File: src/rtl/ts4231_multi_configurator.sv
// Configures N_CH TS4231 light-sensor front-ends one at a time over their
// D/E pins: wait for a light pulse, write the config word, read it back,
// switch the sensor to watch mode, then compare and retry if needed.
//
// state       | meaning
// ------------+-----------------------------------------------------------
// IDLE        | pins released, waiting for a reconfigure rising edge
// WAIT_PULSE  | released, waiting for D 1->0 on the current channel
// START_WAIT  | released for START_TICKS ticks; E driven high on the last
// WR_START    | write start condition (E1, D0)
// WR_E_LOW    | E low, D carries the current bit
// WR_BIT      | E low, D held on the current bit
// WR_E_HIGH   | E rising edge latches the bit into the sensor
// WR_STOP     | write stop condition (E1, D1)
// RD_START    | read start condition (E1, D0)
// RD_E_LOW    | E low, sensor presents the next bit on D
// RD_E_HIGH   | E high, D sampled at the end of this state
// RD_STOP     | read stop condition (E1, D1), readback latched
// WATCH_ELOW  | watch-mode entry, E low with D high
// WATCH_DLOW  | watch-mode entry, D low
// WATCH_EHIGH | watch-mode entry, E high with D low
// CHECK       | compare readback, decide success / retry / failure
// NEXT        | advance to the next channel or finish the run
module ts4231_multi_configurator #(
  parameter int N_CH = 4,
  parameter int WORD_BITS = 15,
  parameter logic [WORD_BITS-1:0] CONFIG_WORD = 15'h392B,
  parameter int TICK_DIV = 24,
  parameter int START_TICKS = 5,
  parameter int LIGHT_TIMEOUT = 65535,
  parameter int MAX_RETRY = 3
) (
  input  logic                 clk,
  input  logic                 reset,
  input  logic                 reconfigure,
  output logic                 busy,
  output logic [N_CH-1:0]      configured,
  output logic [N_CH-1:0]      failed,
  output logic [WORD_BITS-1:0] last_readback,
  input  logic [N_CH-1:0]      d_in,
  output logic [N_CH-1:0]      d_out,
  output logic [N_CH-1:0]      d_oe,
  input  logic [N_CH-1:0]      e_in,
  output logic [N_CH-1:0]      e_out,
  output logic [N_CH-1:0]      e_oe
);

  localparam int CH_W   = (N_CH > 1) ? $clog2(N_CH) : 1;
  localparam int BIT_W  = $clog2(WORD_BITS);
  localparam int TICK_W = $clog2(TICK_DIV);
  localparam int TMR_W  = $clog2(LIGHT_TIMEOUT + START_TICKS + 1);
  localparam int RTY_W  = (MAX_RETRY > 0) ? $clog2(MAX_RETRY + 1) : 1;

  typedef enum logic [4:0] {
    IDLE, WAIT_PULSE, START_WAIT,
    WR_START, WR_E_LOW, WR_BIT, WR_E_HIGH, WR_STOP,
    RD_START, RD_E_LOW, RD_E_HIGH, RD_STOP,
    WATCH_ELOW, WATCH_DLOW, WATCH_EHIGH,
    CHECK, NEXT
  } state_t;

  state_t               state, state_nx;
  logic [TICK_W-1:0]    tick_cnt;
  logic                 tick;
  logic                 recon_q;
  logic                 recon_edge;
  logic [CH_W-1:0]      ch;
  logic [RTY_W-1:0]     retry;
  logic [BIT_W-1:0]     bit_idx;
  logic [TMR_W-1:0]     tmr;
  logic [WORD_BITS-1:0] shift_q;
  logic [WORD_BITS-1:0] shift_nx;
  logic                 d_prev;
  logic                 d_fall;
  logic                 timed_out;
  logic                 attempt_ok;
  logic                 cur_bit;
  logic                 a_doe, a_dout, a_eoe, a_eout;

  // E is only ever driven by this block; its pin readback carries no
  // information the sequencer needs.
  logic unused_e;
  assign unused_e = ^e_in;

  assign tick       = (tick_cnt == '0);
  assign recon_edge = reconfigure & ~recon_q;
  assign d_fall     = d_prev & ~d_in[ch];
  assign shift_nx   = {shift_q[WORD_BITS-2:0], d_in[ch]};
  assign cur_bit    = CONFIG_WORD[bit_idx];
  assign attempt_ok = ~timed_out && (last_readback == CONFIG_WORD);

  // Free-running protocol tick divider and reconfigure edge history.
  always_ff @(posedge clk) begin
    if (reset) begin
      tick_cnt <= '0;
      recon_q  <= 1'b0;
    end else begin
      recon_q  <= reconfigure;
      tick_cnt <= tick ? TICK_W'(TICK_DIV - 1) : tick_cnt - 1'b1;
    end
  end

  // State register.
  always_ff @(posedge clk) begin
    if (reset) state <= IDLE;
    else       state <= state_nx;
  end

  // Next-state decode and pin drive for the active channel.
  always_comb begin
    state_nx = state;
    a_doe  = 1'b0;
    a_dout = 1'b0;
    a_eoe  = 1'b0;
    a_eout = 1'b1;
    case (state)
      IDLE:        if (recon_edge) state_nx = WAIT_PULSE;
      WAIT_PULSE: begin
        if (tick) begin
          if (d_fall)         state_nx = START_WAIT;
          else if (tmr == '0) state_nx = CHECK;
        end
      end
      START_WAIT: begin
        if (tmr == '0) begin
          a_eoe = 1'b1;
          if (tick) state_nx = WR_START;
        end
      end
      WR_START: begin
        a_eoe = 1'b1; a_doe = 1'b1;
        if (tick) state_nx = WR_E_LOW;
      end
      WR_E_LOW: begin
        a_eoe = 1'b1; a_eout = 1'b0; a_doe = 1'b1; a_dout = cur_bit;
        if (tick) state_nx = WR_BIT;
      end
      WR_BIT: begin
        a_eoe = 1'b1; a_eout = 1'b0; a_doe = 1'b1; a_dout = cur_bit;
        if (tick) state_nx = WR_E_HIGH;
      end
      WR_E_HIGH: begin
        a_eoe = 1'b1; a_doe = 1'b1; a_dout = cur_bit;
        if (tick) state_nx = (bit_idx == '0) ? WR_STOP : WR_E_LOW;
      end
      WR_STOP: begin
        a_eoe = 1'b1; a_doe = 1'b1; a_dout = 1'b1;
        if (tick) state_nx = RD_START;
      end
      RD_START: begin
        a_eoe = 1'b1; a_doe = 1'b1;
        if (tick) state_nx = RD_E_LOW;
      end
      RD_E_LOW: begin
        a_eoe = 1'b1; a_eout = 1'b0;
        if (tick) state_nx = RD_E_HIGH;
      end
      RD_E_HIGH: begin
        a_eoe = 1'b1;
        if (tick) state_nx = (bit_idx == '0) ? RD_STOP : RD_E_LOW;
      end
      RD_STOP: begin
        a_eoe = 1'b1; a_doe = 1'b1; a_dout = 1'b1;
        if (tick) state_nx = WATCH_ELOW;
      end
      WATCH_ELOW: begin
        a_eoe = 1'b1; a_eout = 1'b0; a_doe = 1'b1; a_dout = 1'b1;
        if (tick) state_nx = WATCH_DLOW;
      end
      WATCH_DLOW: begin
        a_eoe = 1'b1; a_eout = 1'b0; a_doe = 1'b1;
        if (tick) state_nx = WATCH_EHIGH;
      end
      WATCH_EHIGH: begin
        a_eoe = 1'b1; a_doe = 1'b1;
        if (tick) state_nx = CHECK;
      end
      CHECK: begin
        if (tick) begin
          if (!attempt_ok && retry < RTY_W'(MAX_RETRY)) state_nx = WAIT_PULSE;
          else                                            state_nx = NEXT;
        end
      end
      NEXT:    if (tick) state_nx = (ch == CH_W'(N_CH - 1)) ? IDLE : WAIT_PULSE;
      default: state_nx = IDLE;
    endcase
    d_oe      = '0;
    d_out     = '0;
    e_oe      = '0;
    e_out     = '1;
    d_oe[ch]  = a_doe;
    d_out[ch] = a_dout;
    e_oe[ch]  = a_eoe;
    e_out[ch] = a_eout;
  end

  // Sequencing datapath: channel/retry/bit indices, timers, shift register, status.
  always_ff @(posedge clk) begin
    if (reset) begin
      busy          <= 1'b0;
      configured    <= '0;
      failed        <= '0;
      last_readback <= '0;
      ch            <= '0;
      retry         <= '0;
      bit_idx       <= '0;
      tmr           <= '0;
      shift_q       <= '0;
      d_prev        <= 1'b0;
      timed_out     <= 1'b0;
    end else if (state == IDLE) begin
      if (recon_edge) begin
        busy       <= 1'b1;
        configured <= '0;
        failed     <= '0;
        ch         <= '0;
        retry      <= '0;
        tmr        <= TMR_W'(LIGHT_TIMEOUT - 1);
        d_prev     <= 1'b0;
        timed_out  <= 1'b0;
      end
    end else if (tick) begin
      case (state)
        WAIT_PULSE: begin
          d_prev <= d_in[ch];
          if (d_fall)         tmr <= TMR_W'(START_TICKS - 1);
          else if (tmr == '0) timed_out <= 1'b1;
          else                tmr <= tmr - 1'b1;
        end
        START_WAIT: if (tmr != '0) tmr <= tmr - 1'b1;
        WR_START:   bit_idx <= BIT_W'(WORD_BITS - 1);
        WR_E_HIGH:  if (bit_idx != '0) bit_idx <= bit_idx - 1'b1;
        RD_START:   bit_idx <= BIT_W'(WORD_BITS - 1);
        RD_E_HIGH: begin
          shift_q <= shift_nx;
          if (bit_idx == '0) last_readback <= shift_nx;
          else               bit_idx <= bit_idx - 1'b1;
        end
        CHECK: begin
          d_prev    <= 1'b0;
          timed_out <= 1'b0;
          tmr       <= TMR_W'(LIGHT_TIMEOUT - 1);
          if (attempt_ok)                         configured[ch] <= 1'b1;
          else if (retry < RTY_W'(MAX_RETRY))     retry <= retry + 1'b1;
          else                                    failed[ch] <= 1'b1;
        end
        NEXT: begin
          retry <= '0;
          if (ch == CH_W'(N_CH - 1)) busy <= 1'b0;
          else                       ch <= ch + 1'b1;
        end
        default: ;
      endcase
    end
  end

endmodule
File: config.mk
export PLATFORM = sky130hd
export DESIGN_NAME = ts4231_multi_configurator
export DESIGN_NICKNAME = d
export VERILOG_FILES = /design/src/rtl/ts4231_multi_configurator.sv
export SDC_FILE = /design/constraint.sdc
export NUM_CORES = 1
export LEC_CHECK = 0
export BUFFER_PORTS_ARGS = -buffer_cell sky130_fd_sc_hd__buf_2
export CAP_MARGIN = 20
export CORE_MARGIN = 2
export CORE_UTILIZATION = 53
export CTS_CLUSTER_SIZE = 30
export DETAILED_ROUTE_END_ITERATION = 16
export GPL_TIMING_DRIVEN = 0
export PLACE_DENSITY = 0.77
export SLEW_MARGIN = 20
export SYNTH_ARGS = -nofsm -noshare
export SYNTH_HDL_FRONTEND = slang
export SYNTH_SLANG_ARGS = --single-unit
File: constraint.sdc
create_clock -name clk -period 2.4 [get_ports clk]
set_input_delay 0.12 -clock clk [delete_from_list [all_inputs] [get_ports clk]]
set_output_delay 0.12 -clock clk [all_outputs]
set_load 0.05 [all_outputs]
## After elaboration in Yosys (flattened, before gate mapping)

Memory sizes are Yosys's and may differ from the RTL's. A register that Yosys moved wholly into a read port is not among the register bits.
Index checks and enable logic that the tools add are counted.

- Flip-flop bits (word level): 76
- Logic and storage cells: 206
- Output and inout bits: 40
- Memory bits (read-only): 16
- Memories kept: 1

Memory list:

| name | words | bits a word | read ports | clocked after Yosys merged registers in | wr ports | RTL line | text |
|---|---|---|---|---|---|---|---|
| (name not given) | 16 | 1 | 1 | 1 | 0 | 89 | `assign cur_bit = CONFIG_WORD[bit_idx];` |

- Equal/unequal tests: 48
- Mux-type cells: 82
- Bitwise operators: 13
- Reductions and logical operators: 38
- $add $sub $neg: 5
- Order comparisons: 4

Operators with widths:

| operator | count |
|---|---|
| two-way mux 5 bit | 22 |
| two-way mux 17 bit | 6 |
| case mux 5 bit (17 select lines) | 1 |
| two-way mux 4 bit | 14 |
| case mux 17 bit (3 select lines) | 1 |
| != test 2 bit (second input constant) | 22 |
| equality test 5 x 4 -> 1 bit (second input constant) | 8 |
| AND reduction 5 bit | 5 |
| two-way mux 2 bit | 11 |
| equality test 5 x 3 -> 1 bit (second input constant) | 4 |
| two-way mux 1 bit | 19 |
| AND reduction 19 bit | 1 |
| != test 3 bit (second input constant) | 6 |
| logical NOT 17 bit | 1 |
| nonzero test 17 bit | 1 |
| subtractor 17 x 1 -> 17 bit (second input constant) | 1 |
| AND reduction 4 bit | 4 |
| equality test 15 x 14 -> 1 bit (second input constant) | 1 |
| bitwise AND 4 bit | 3 |
| OR 4 bit | 3 |
| case mux 4 bit (3 select lines) | 1 |
| OR reduction 12 bit | 1 |
| equality test 5 x 2 -> 1 bit (second input constant) | 2 |
| logical NOT 5 bit | 2 |
| 30 further kinds | 50 |

## Logic depth before layout (Yosys ltp)

Gate-level depths: netlist (run 1).

- Depth in word-level cells: 10
- Mapped depth: 13
- Depth with buffers taken out: 12

## Worst setup path after synthesis (run 1)

OpenSTA, ideal clock, no wires.

- Path type: reg2reg
- Start point: reg tick_cnt[0]
- End point: reg, netlist name cur_bit
- Arrival: 2.331 ns
- Library setup time: 0.116 ns
- Stages on the path, launching flop included: 11
- Clock period less this slack: 2.447 ns
- Setup slack: -0.047 ns
- Required time: 2.284 ns
- Cells stage by stage: dfxtp_1 > inv_1 > ha_1 > or4b_4 > a311oi_2 > a21oi_1 > nor2_1 > inv_1 > ha_1 > or3_1 > a41o_1

RTL lines:

| item | RTL line | text |
|---|---|---|
| from (decl) | 63 | `logic [TICK_W-1:0] tick_cnt;` |
| from (signal assigned) | 99 | `tick_cnt <= tick ? TICK_W'(TICK_DIV - 1) : tick_cnt - 1'b1;` |

==> run_results.csv, run 1 <==
group,metric,value,unit
outcome,outcome,"finished with violations",
outcome,violations,"setup timing",
timing,max-slew-margin-rel,54.0,%
power,leakagePower,0.00202,uW
cts,clk_transition_reported_paths,0.09,ns
critical_path,cp_cell_sequence,"inv_2, ha_4, or4b_4, buf_8, a21oi_4, nand2_2, o21ai_2, nand2_1, a21o_1, ha_1, inv_1, a211oi_2, a41o_1",
critical_path,crit_family,"compound AO/OA/AOI/OAI gates",
synth,syn-num-nets,581,
power,ir_worst_vdd,0.000459,V
placed_design,place_inst,706,
synth,synth.top_cells.by_area,"dfxtp_1 (37%), a21oi_1 (9.5%), nand2_1 (7.7%)",
hold_path,hold_depth,2,
cells_and_area,stdcell_area,5180,sq um
synth,yosys_warnings,0,
cts,cts_buffers,9,
power,power,6100,uW
critical_path,cp_num_cells,13,
cts,clk_latency,0.37,ns
timing,final.min_clock_period,2.56,ns
synth,synthArstFlopShare,0,%
critical_path,crit_buf_inv,3,
timing,worst_slack,-0.155,ns
route,drc,0,
cts,cts.sinks,77,
cells_and_area,final_cells,743,
critical_path,required,2.66,ns
cells_and_area,fin_nets,659,
timing,whs,0.0399,ns
synth,syn_area,4200,sq um
synth,seq_area_frac_synth,36.7,%
timing,fin_skew,0.0123,ns
floorplanning,die_x,93.0,um
timing,fmax,391,MHz
placed_design,detailed_place.area,4560,sq um
timing,finalMaxSlewViolations,0,
synth,avgSynthCellArea,7.52,sq um
critical_path,worst_path_largest_cell_delay,0.50,ns
placed_design,dp_worst_setup_slack,-0.217,ns
timing,rsz0062_at_grt,"yes",
floorplanning,dieArea,8640,sq um
synth,synth-seq-cells,77,
synth,yosys_most_used_dff,"dfxtp_1",
critical_path,end_kind,"flip-flop",
cells_and_area,syn2layout_area_growth,23.4,%
critical_path,start_kind,"flip-flop",
floorplanning,io_pins,51,
global_routing,grt.total_usage,28.0,%
timing,tightest_slew,0.688,ns
power,powerDensity,1180,nW/um^2
timing,hold_viol_final,0,
route,via_per_inst,5.90,
synth,netlist_instances,558,
floorplanning,dieHeight,93.0,um
global_routing,grt_pass1_wl,19.5,mm
critical_path,reg2reg_depth,13,
synth,synth_top_area_share,36.7,%
synth,yosysTopAreaCell,"dfxtp_1",
timing,setup_viol,2,
global_routing,grt.overflow.total,0,
critical_path,crit_slowest_cell,"or4b_4",
cts,clk_path_buf_depth,2,
hold_path,hold_path_class,"in2reg",
route,avgRoutedWirePerCell,16.1,um
cells_and_area,layout-drive-gt1-share,25.7,%
global_routing,grt_antenna_before_repair,0,
cts,cts.htree.levels,3,
cts,cts_tree,"built",
global_routing,grt_start_max_net_pins,17,
critical_path,worstSetupPathType,"reg2reg",
floorplanning,row_count,32,
cells_and_area,n_antenna_cell,0,
global_routing,grt_pass1_vias,4047,
floorplanning,coreArea,7690,sq um
cts,clock-root-buffer,"clkbuf_8",
route,vias,4383,
route,wl,11.9,mm
synth,ys_types,66,
placed_design,port_buffers,46,
flow_run,cap_violations,0,
route,drt_pass1_iterations,5,
critical_path,path_max_fanout,5,
synth,synth_edf_count,0,
floorplanning,initial_core_util,54.6,%
route,ant_nets,0,
timing,min_period_over_period,106,%
cells_and_area,nFillCells,653,
route,drtIter0Drc,365,
placed_design,gp_congestion,0.969,
critical_path,arrival,2.81,ns
placed_design,hpwl,8.20,mm
==> through the flow <==
| step | TNS, ns | util, % |
|---|---|---|
| after global routing | -0.996 | 67.3 |
| after CTS | -0.123 | 64.5 |
| after floorplan | 0 | - |
| final | -0.158 | 67.3 |
| after detailed placement | -2.43 | 59.3 |
| after global placement | -1.55 | 59.3 |
==> what timing repair did <==
action / in CTS / in global routing
setup buffers: 13 / 8
hold buffers: 0 / 0
gates resized for setup: 37 / 61
endpoints found under the setup margin: 38 / 64
pin swaps: 13 / 8
gates cloned: 0 / 1
==> registers in the layout, indices dropped and copies added (netlist names) <==
| name | count |
|---|---|
| tmr | 17 |
| last_readback | 15 |
| shift_q | 14 |
| state | 5 |
| tick_cnt | 5 |
| bit_idx | 4 |
| configured | 4 |
| failed | 4 |
| ch | 2 |
| retry | 2 |
| busy | 1 |
| cur_bit | 1 |
| d_prev | 1 |
| recon_q | 1 |
| timed_out | 1 |
==> placed cells by master, fill, tap and decap left out, types with 4 or more instances in the layout <==
cell type and n:
nand3_1 6, clkbuf_4 5, nor3_2 4, a31oi_1 5, nand2b_1 7, buf_2 46, dfxtp_2 9, a21oi_2 5
nor2_1 55, buf_4 19, clkbuf_1 14, o21ai_1 10, ha_1 11, or3_1 5, nand3b_1 4, or4_1 4
nand2_1 83, a211oi_1 6, o31ai_1 4, dfxtp_1 68, nand4_1 6, nor3_1 20, and2_1 4, a21oi_1 77
a21o_1 5, inv_1 18, nor2b_1 4, o21ai_0 28, buf_6 11, clkbuf_8 9, clkbuf_2 7
==> Yosys cell counts, drive strengths merged, types with 2 or more instances <==
cell,number
nand2,87
a21oi,83
dfxtp,77
nor2,58
o21ai,39
nor3,25
clkbuf,24
inv,20
buf,14
ha,12
a211oi,9
nand3,8
nand2b,7
nor4,7
or3,7
nand4,6
a21o,5
a31oi,5
and2,5
or4,5
nand3b,4
nor2b,4
o31ai,4
a41o,3
mux2,3
nor3b,3
or3b,3
a21boi,2
a311oi,2
mux2i,2
o22ai,2
or4b,2
or4bb,2
xor2,2
==> kinds of logic (layout without fill, tap and decap cells) <==
| logic type | after synthesis | in the layout | synth area share (%) |
|---|---|---|---|
| fa+ha+maj | 12 | 12 | 3.58 |
| xor+xnor | 3 | 3 | 0.626 |
| flops | 77 | 77 | 36.7 |
| simple gates | 240 | 240 | 28.8 |
| buf+inv | 58 | 141 | 6.17 |
| mux | 5 | 5 | 1.28 |
| compound gates | 163 | 163 | 22.8 |
==> worst paths after layout <==
path,from,to,slack [ns]
max,tick_cnt[1],cur_bit,-0.16
min reg2reg,retry[1],retry[1],0.47
max reg2reg,tick_cnt[1],cur_bit,-0.16
min,reconfigure,recon_q,0.04
==> report_power, final <==
group	total (uW)	switching [uW]	leakage (uW)	internal (uW)
sequential	1770	266	0.000629	1500
clock	961	560	0.0000907	400
combinational	3370	2050	0.00130	1330
total	6100	2870	0.00202	3230
==> per-layer routing <==
| metal | wire [um] | GRT usage, % |
|---|---|---|
| met4 | 229 | 10.5 |
| met3 | 794 | 3.87 |
| met1 | 5150 | 37.3 |
| met2 | 5760 | 46.4 |
| met5 | 0 | 0 |
==> area by class of cell <==
| cell class | count | area, sq um | share of cell area [%] |
|---|---|---|---|
| clock buffer | 9 | 124 | 2.39 |
| sequential | 77 | 1550 | 30.0 |
| tap | 102 | 128 | 2.47 |
| inverter | 20 | 75.1 | 1.45 |
| multi-input combinational | 423 | 2580 | 49.8 |
| timing repair buffer | 68 | 443 | 8.56 |
| buffer | 37 | 213 | 4.11 |
| clock inverter | 7 | 63.8 | 1.23 |
Note: power is estimated with default switching activity, not from simulation.
==> run 2: changes to the inputs <==
--- a/config.mk
+++ b/config.mk
@@ -17,3 +17,4 @@
 export SYNTH_ARGS = -nofsm -noshare
 export SYNTH_HDL_FRONTEND = slang
 export SYNTH_SLANG_ARGS = --single-unit
+export TNS_END_PERCENT = 30
==> constraint.sdc (replaced) <==
create_clock -name clk -period 2.4 [get_ports clk]
set_input_delay 0.48 -clock clk [delete_from_list [all_inputs] [get_ports clk]]
set_output_delay 0.48 -clock clk [all_outputs]
set_load 0.05 [all_outputs]
==> run 2 against run 1 <==
The flow still finishes with violations (setup timing); flip-flop and latch count stayed put; maximum frequency fell by 5.9%; global-route usage is 0.21 points higher; worst hold slack gained 0.33 ns; critical path type is now reg2out; critical endpoint is now e_oe[3]; largest cell class unchanged.
==> run_results.csv, run 2 (synthesized netlist as in run 1, its figures left out) <==
group,metric,value,unit
floorplanning,die_x,93.0,um
floorplanning,coreArea,7690,sq um
critical_path,arrival,2.23,ns
critical_path,worstSetupPathType,"reg2out",
timing,min_period_over_period,113,%
global_routing,grt_pass1_wl,19.6,mm
route,drc,0,
global_routing,grt_busiest_layer,"met2",
critical_path,crit_top_cell,"nor4_4",
outcome,violations,"setup timing",
cts,clock-root-buffer,"clkbuf_8",
cts,cts.htree.levels,3,
global_routing,gr-usage-met2,46.2,%
cells_and_area,n_antenna_cell,0,
cells_and_area,largest_reg_flops,17,
floorplanning,initial_core_util,54.6,%
cts,clk_path_buf_depth,2,
route,ant_nets,0,
placed_design,detailed_place.area,4550,sq um
cells_and_area,stdcell_area,5150,sq um
critical_path,ff2ff_setup_slack,-0.28,ns
global_routing,grt_antenna_before_repair,0,
route,drt_pass1_iterations,5,
hold_path,hold_path_class,"in2reg",
cells_and_area,regArea,1550,sq um
timing,max-slew-margin-rel,47.4,%
critical_path,required,1.92,ns
route,drtIter0Drc,552,
timing,hold_viol_final,0,
global_routing,grt.total_usage,28.2,%
flow_run,cap_violations,0,
critical_path,start_kind,"flip-flop",
timing,fin_skew,0.0151,ns
cts,clk_transition_reported_paths,0.10,ns
timing,setup_viol,9,
timing,rsz0062_at_grt,"yes",
global_routing,grt.overflow.total,0,
placed_design,gp_congestion,0.975,
floorplanning,io_pins,51,
timing,finalMaxSlewViolations,0,
global_routing,use_met3,4.11,%
route,via_per_inst,6.13,
cts,cts_tree,"built",
cells_and_area,fin_nets,646,
cells_and_area,layout_common_cells,"nand2_1 (85), a21oi_1 (79), dfxtp_1 (73)",
placed_design,hpwl,8.31,mm
cts,clk_latency,0.38,ns
cells_and_area,reg.largest.list,"tmr: 17 flops, last_readback: 15 flops, shift_q: 14 flops",
cells_and_area,final_common_cell,"nand2_1",
timing,fmax,368,MHz
route,vias,4476,
critical_path,end_kind,"output pin",
cells_and_area,regMostFlops,"tmr",
critical_path,path_max_fanout,4,
power,leakagePower,0.00197,uW
floorplanning,dieHeight,93.0,um
timing,final.min_clock_period,2.71,ns
critical_path,crit_slowest_cell,"dfxtp_2",
global_routing,grt_pass1_vias,4058,
cells_and_area,nFillCells,666,
floorplanning,dieArea,8640,sq um
placed_design,port_buffers,46,
critical_path,worst_path_largest_cell_delay,0.35,ns
route,wl,12.3,mm
global_routing,grt_start_max_net_pins,16,
cts,cts.sinks,77,
cells_and_area,syn2layout_area_growth,22.7,%
route,avgRoutedWirePerCell,16.9,um
power,powerDensity,1210,nW/um^2
power,ir_worst_vdd,0.000627,V
critical_path,cp_cell_sequence,"nor4_4, nand3_2, nor4_4, o21ai_1, a211oi_2, and2_1, buf_6",
outcome,outcome,"finished with violations",
timing,worst_slack,-0.314,ns
floorplanning,row_count,32,
timing,whs,0.374,ns
timing,tightest_slew,0.783,ns
cells_and_area,layout-drive-gt1-share,22.3,%
cells_and_area,multiInputGateArea,2530,sq um
global_routing,globalRouteMet1Util,37.2,%
cts,cts_buffers,9,
run 2: changes by cell type in the layout (fill, tap and decap cells not counted), sizes merged:
cell,delta
buf,-6
bufinv,+2
clkbuf,-7
clkinv,+1
inv,-3
run 2: layout make-up:
class | count | area share [%]
multi-input combinational | 423 | 49.1
timing repair buffer | 54 | 6.86
buffer | 38 | 5.35
inverter | 20 | 1.53
sequential | 77 | 30.2
clock buffer | 9 | 2.41
tap | 102 | 2.48
clock inverter | 7 | 2.04
run 2: layer usage:
| layer | wire, um | vias up |
|---|---|---|
| li1 | - | 2098 |
| met1 | 5340 | 2118 |
| met2 | 5860 | 227 |
| met3 | 876 | 33 |
| met4 | 256 | 0 |
| met5 | 0 | - |
run 2: power breakdown:
part	internal [uW]	switching, uW	total (uW)
Sequential	1500	261	1770
Clock	602	560	1160
Combinational	1260	2040	3300
Total	3370	2860	6230
run 2: worst paths after layout:
path / startpoint / to / cells past startpoint
hold / removal: reconfigure / recon_q / 2
setup / recovery: tmr[7] / e_oe[3] / 7
hold reg to reg: tick_cnt[0] / tick_cnt[0] / 1
setup reg to reg: tick_cnt[0] / cur_bit / 11
run 2: critical path, delay by kind of cell, from the launching register on:
kind / cells / cell delay [ns]
AO/OA/AOI/OAI: 2 / 0.41
AND/OR/NAND/NOR: 4 / 0.92
buffers and inverters: 1 / 0.16
flip-flops: 1 / 0.35
run 2: timing repair:
item / in CTS / in global routing
setup endpoints to repair: 38 / 65
setup buffers: 3 / 5
pin swaps: 10 / 4
hold buffers: 0 / 0
resized for setup: 61 / 40
run 2: per-stage QoR:
| step | total power [uW] | util, % | worst slack [ns] | TNS [ns] | instances |
|---|---|---|---|---|---|
| finish | 6230 | 66.9 | -0.314 | -1.60 | 730 |
| global route | 6600 | 66.9 | -0.407 | -3.79 | 730 |
| CTS | 5930 | 65.0 | -0.279 | -2.30 | 725 |
| detailed placement | 4480 | 59.2 | -0.470 | -3.85 | 706 |
| global placement | 4400 | 59.2 | -0.495 | -3.68 | 706 |
| floorplan | 3830 | - | -0.346 | -2.63 | 558 |
==> run 3: changes to the inputs <==
--- a/config.mk
+++ b/config.mk
@@ -12,7 +12,7 @@
 export CTS_CLUSTER_SIZE = 30
 export DETAILED_ROUTE_END_ITERATION = 16
 export GPL_TIMING_DRIVEN = 0
-export PLACE_DENSITY = 0.77
+export PLACE_DENSITY = 0.73
 export SLEW_MARGIN = 20
 export SYNTH_ARGS = -nofsm -noshare
 export SYNTH_HDL_FRONTEND = slang
==> run 3 against run 2 <==
The run still ends with setup timing left; routed wire length rose by 1.1%; worst hold slack got worse by 0.027 ns; flip-flop and latch count did not move; maximum frequency fell by 0.43%; register-to-register slack improved by 0.10 ns; setup slack got worse by 0.012 ns; core utilization rose by 3.3 points; final cell count rose by 1.9%; clock power barely moved; global-route usage rose by 0.15 points; non-clock buffer count rose by 14; sequential power barely moved.
==> run_results.csv, run 3 (synthesized netlist as in run 1, its figures left out) <==
group,metric,value,unit
outcome,outcome,"finished with violations",
outcome,violations,"setup timing",
power,clkPwrFrac,18.0,%
critical_path,reg2reg_from,"tick_cnt[1]",
global_routing,grt_pass1_vias,4172,
timing,tightest_slew,0.677,ns
floorplanning,dieArea,8640,sq um
cells_and_area,fin_nets,660,
placed_design,gp_congestion,0.971,
global_routing,grt.overflow.total,0,
placed_design,hpwl,8.30,mm
cells_and_area,final_common_cell,"nand2_1",
cts,clk_latency,0.38,ns
cts,cts_tree,"built",
critical_path,required,1.92,ns
power,ir_worst_vdd,0.000492,V
flow_run,cap_violations,0,
floorplanning,io_pins,51,
cells_and_area,syn2layout_area_growth,28.8,%
global_routing,grt_start_max_net_pins,16,
cts,clock-root-buffer,"clkbuf_8",
timing,fmax,367,MHz
route,drc,0,
critical_path,reg2reg_depth,10,
cells_and_area,largest_reg_flops,17,
timing,setup_viol,14,
placed_design,place_inst,706,
critical_path,start_kind,"flip-flop",
global_routing,grt.total_usage,28.4,%
global_routing,grt_antenna_before_repair,0,
route,via_per_inst,6.03,
power,combinationalPowerShare,54.7,%
floorplanning,initial_core_util,54.6,%
route,ant_nets,0,
hold_path,whs_endpoint,"recon_q",
cts,ctsHoldBuffers,0,
cts,cts.sinks,77,
timing,final.min_clock_period,2.73,ns
critical_path,arrival,2.25,ns
cts,cts_buffers,9,
power,p_seq_share,27.3,%
timing,min_period_over_period,114,%
critical_path,reg2reg_to,"cur_bit",
cells_and_area,final_cells,744,
floorplanning,die_x,93.0,um
cells_and_area,layout_common_cells,"nand2_1 (80), a21oi_1 (69), dfxtp_1 (69)",
placed_design,port_buffers,46,
critical_path,crit_top_cell,"nor4_4",
cells_and_area,final_util,70.3,%
placed_design,dp_worst_setup_slack,-0.589,ns
timing,rsz0062_at_grt,"yes",
power,sw_frac_of_total,45.6,%
cts,cts.htree.levels,3,
critical_path,worst_path_largest_cell_delay,0.35,ns
route,vias,4485,
timing,hold_viol_final,0,
route,wl,12.5,mm
cells_and_area,layout-drive-gt1-share,27.9,%
timing,worst_slack,-0.326,ns
cts,clk_path_buf_depth,2,
critical_path,ff2ff_setup_slack,-0.18,ns
timing,fin_skew,0.0205,ns
floorplanning,coreArea,7690,sq um
power,powerDensity,1200,nW/um^2
power,power_switching,2960,uW
cts,clk_transition_reported_paths,0.09,ns
timing,max-slew-margin-rel,54.9,%
power,internal_power,3540,uW
timing,finalMaxSlewViolations,0,
hold_path,min-delay-start,"reconfigure",
global_routing,grt_pass1_wl,19.6,mm
critical_path,crit_slowest_cell,"dfxtp_2",
critical_path,path_max_fanout,4,
power,leakagePower,0.00210,uW
critical_path,worstSetupPathType,"reg2out",
cells_and_area,reg.largest.list,"tmr: 17 flops, last_readback: 15 flops, shift_q: 14 flops",
critical_path,end_kind,"output pin",
route,drtIter0Drc,466,
route,avgRoutedWirePerCell,16.8,um
critical_path,cp_cell_sequence,"nor4_4, nand3_2, nor4_4, o21ai_1, a211oi_2, and2_1, buf_6",
hold_path,hold_path_class,"in2reg",
floorplanning,row_count,32,
cells_and_area,regMostFlops,"tmr",
floorplanning,dieHeight,93.0,um
hold_path,hold_depth,2,
cells_and_area,n_antenna_cell,0,
route,drt_pass1_iterations,7,
-- run 3: area by class of cell --
type                       instances  area [sq um]
clock inverter                     7           105
multi-input combinational        423          2670
clock buffer                       9           124
buffer                            38           264
inverter                          20          75.1
timing repair buffer              68           480
tap                              102           128
fill                             655          2280
sequential                        77          1560
-- run 3: critical path: cells and delay by family (launching register included) --
family | cells | cell delay [ns]
simple gates | 4 | 0.94
buf+inv | 1 | 0.16
flops | 1 | 0.35
compound gates | 2 | 0.42
-- run 3: power groups by stage --
stage / combinational (uW) / clock (uW) / sequential, uW
after floorplan: 2100 / 0 / 1730
after detailed placement: 2750 / 0 / 1730
final: 3560 / 1170 / 1770
after global placement: 2690 / 0 / 1720
after CTS: 3070 / 1170 / 1740
after global routing: 3830 / 1220 / 1800
-- run 3: per-layer routing --
metal / track usage [%] / wire [um] / up-vias
met1: 36.1 / 5270 / 2111
li1: - / - / 2129
met4: 12.5 / 325 / 0
met2: 45.8 / 5980 / 202
met3: 6.85 / 899 / 43
met5: 0 / 0 / -
-- run 3: timing repair --
action                     4_1_cts  5_1_grt
cloned                           0        1
buffers inserted                 7       14
gates resized for setup         57       82
setup endpoints to repair       36       60
pin swaps                       10       14
-- run 3: metrics by stage --
step                      power [uW]  hold slack (ns)  TNS (ns)  cell area [sq um]
after floorplan                 3830            0.431     -2.63               4200
after global placement          4410            0.443     -4.14               4550
after detailed placement        4480            0.452     -5.14               4550
after CTS                       5990            0.352     -2.97               5010
after global routing            6850            0.374     -4.05               5400
final                           6500            0.347     -1.81               5400
-- run 3: how the worst max path moves through the flow --
| stage | start | to | slack, ns | depth (start not counted) |
|---|---|---|---|---|
| after global routing | tmr[7] | e_oe[3] | -0.38 | 7 |
| after detailed placement | tmr[8] | e_oe[3] | -0.59 | 7 |
| final | tmr[7] | e_oe[1] | -0.33 | 7 |
| after global placement | tmr[8] | e_oe[3] | -0.50 | 7 |
| after floorplan | state[0] | d_out[0] | -0.35 | 5 |
| after CTS | tick_cnt[0] | cur_bit | -0.30 | 13 |
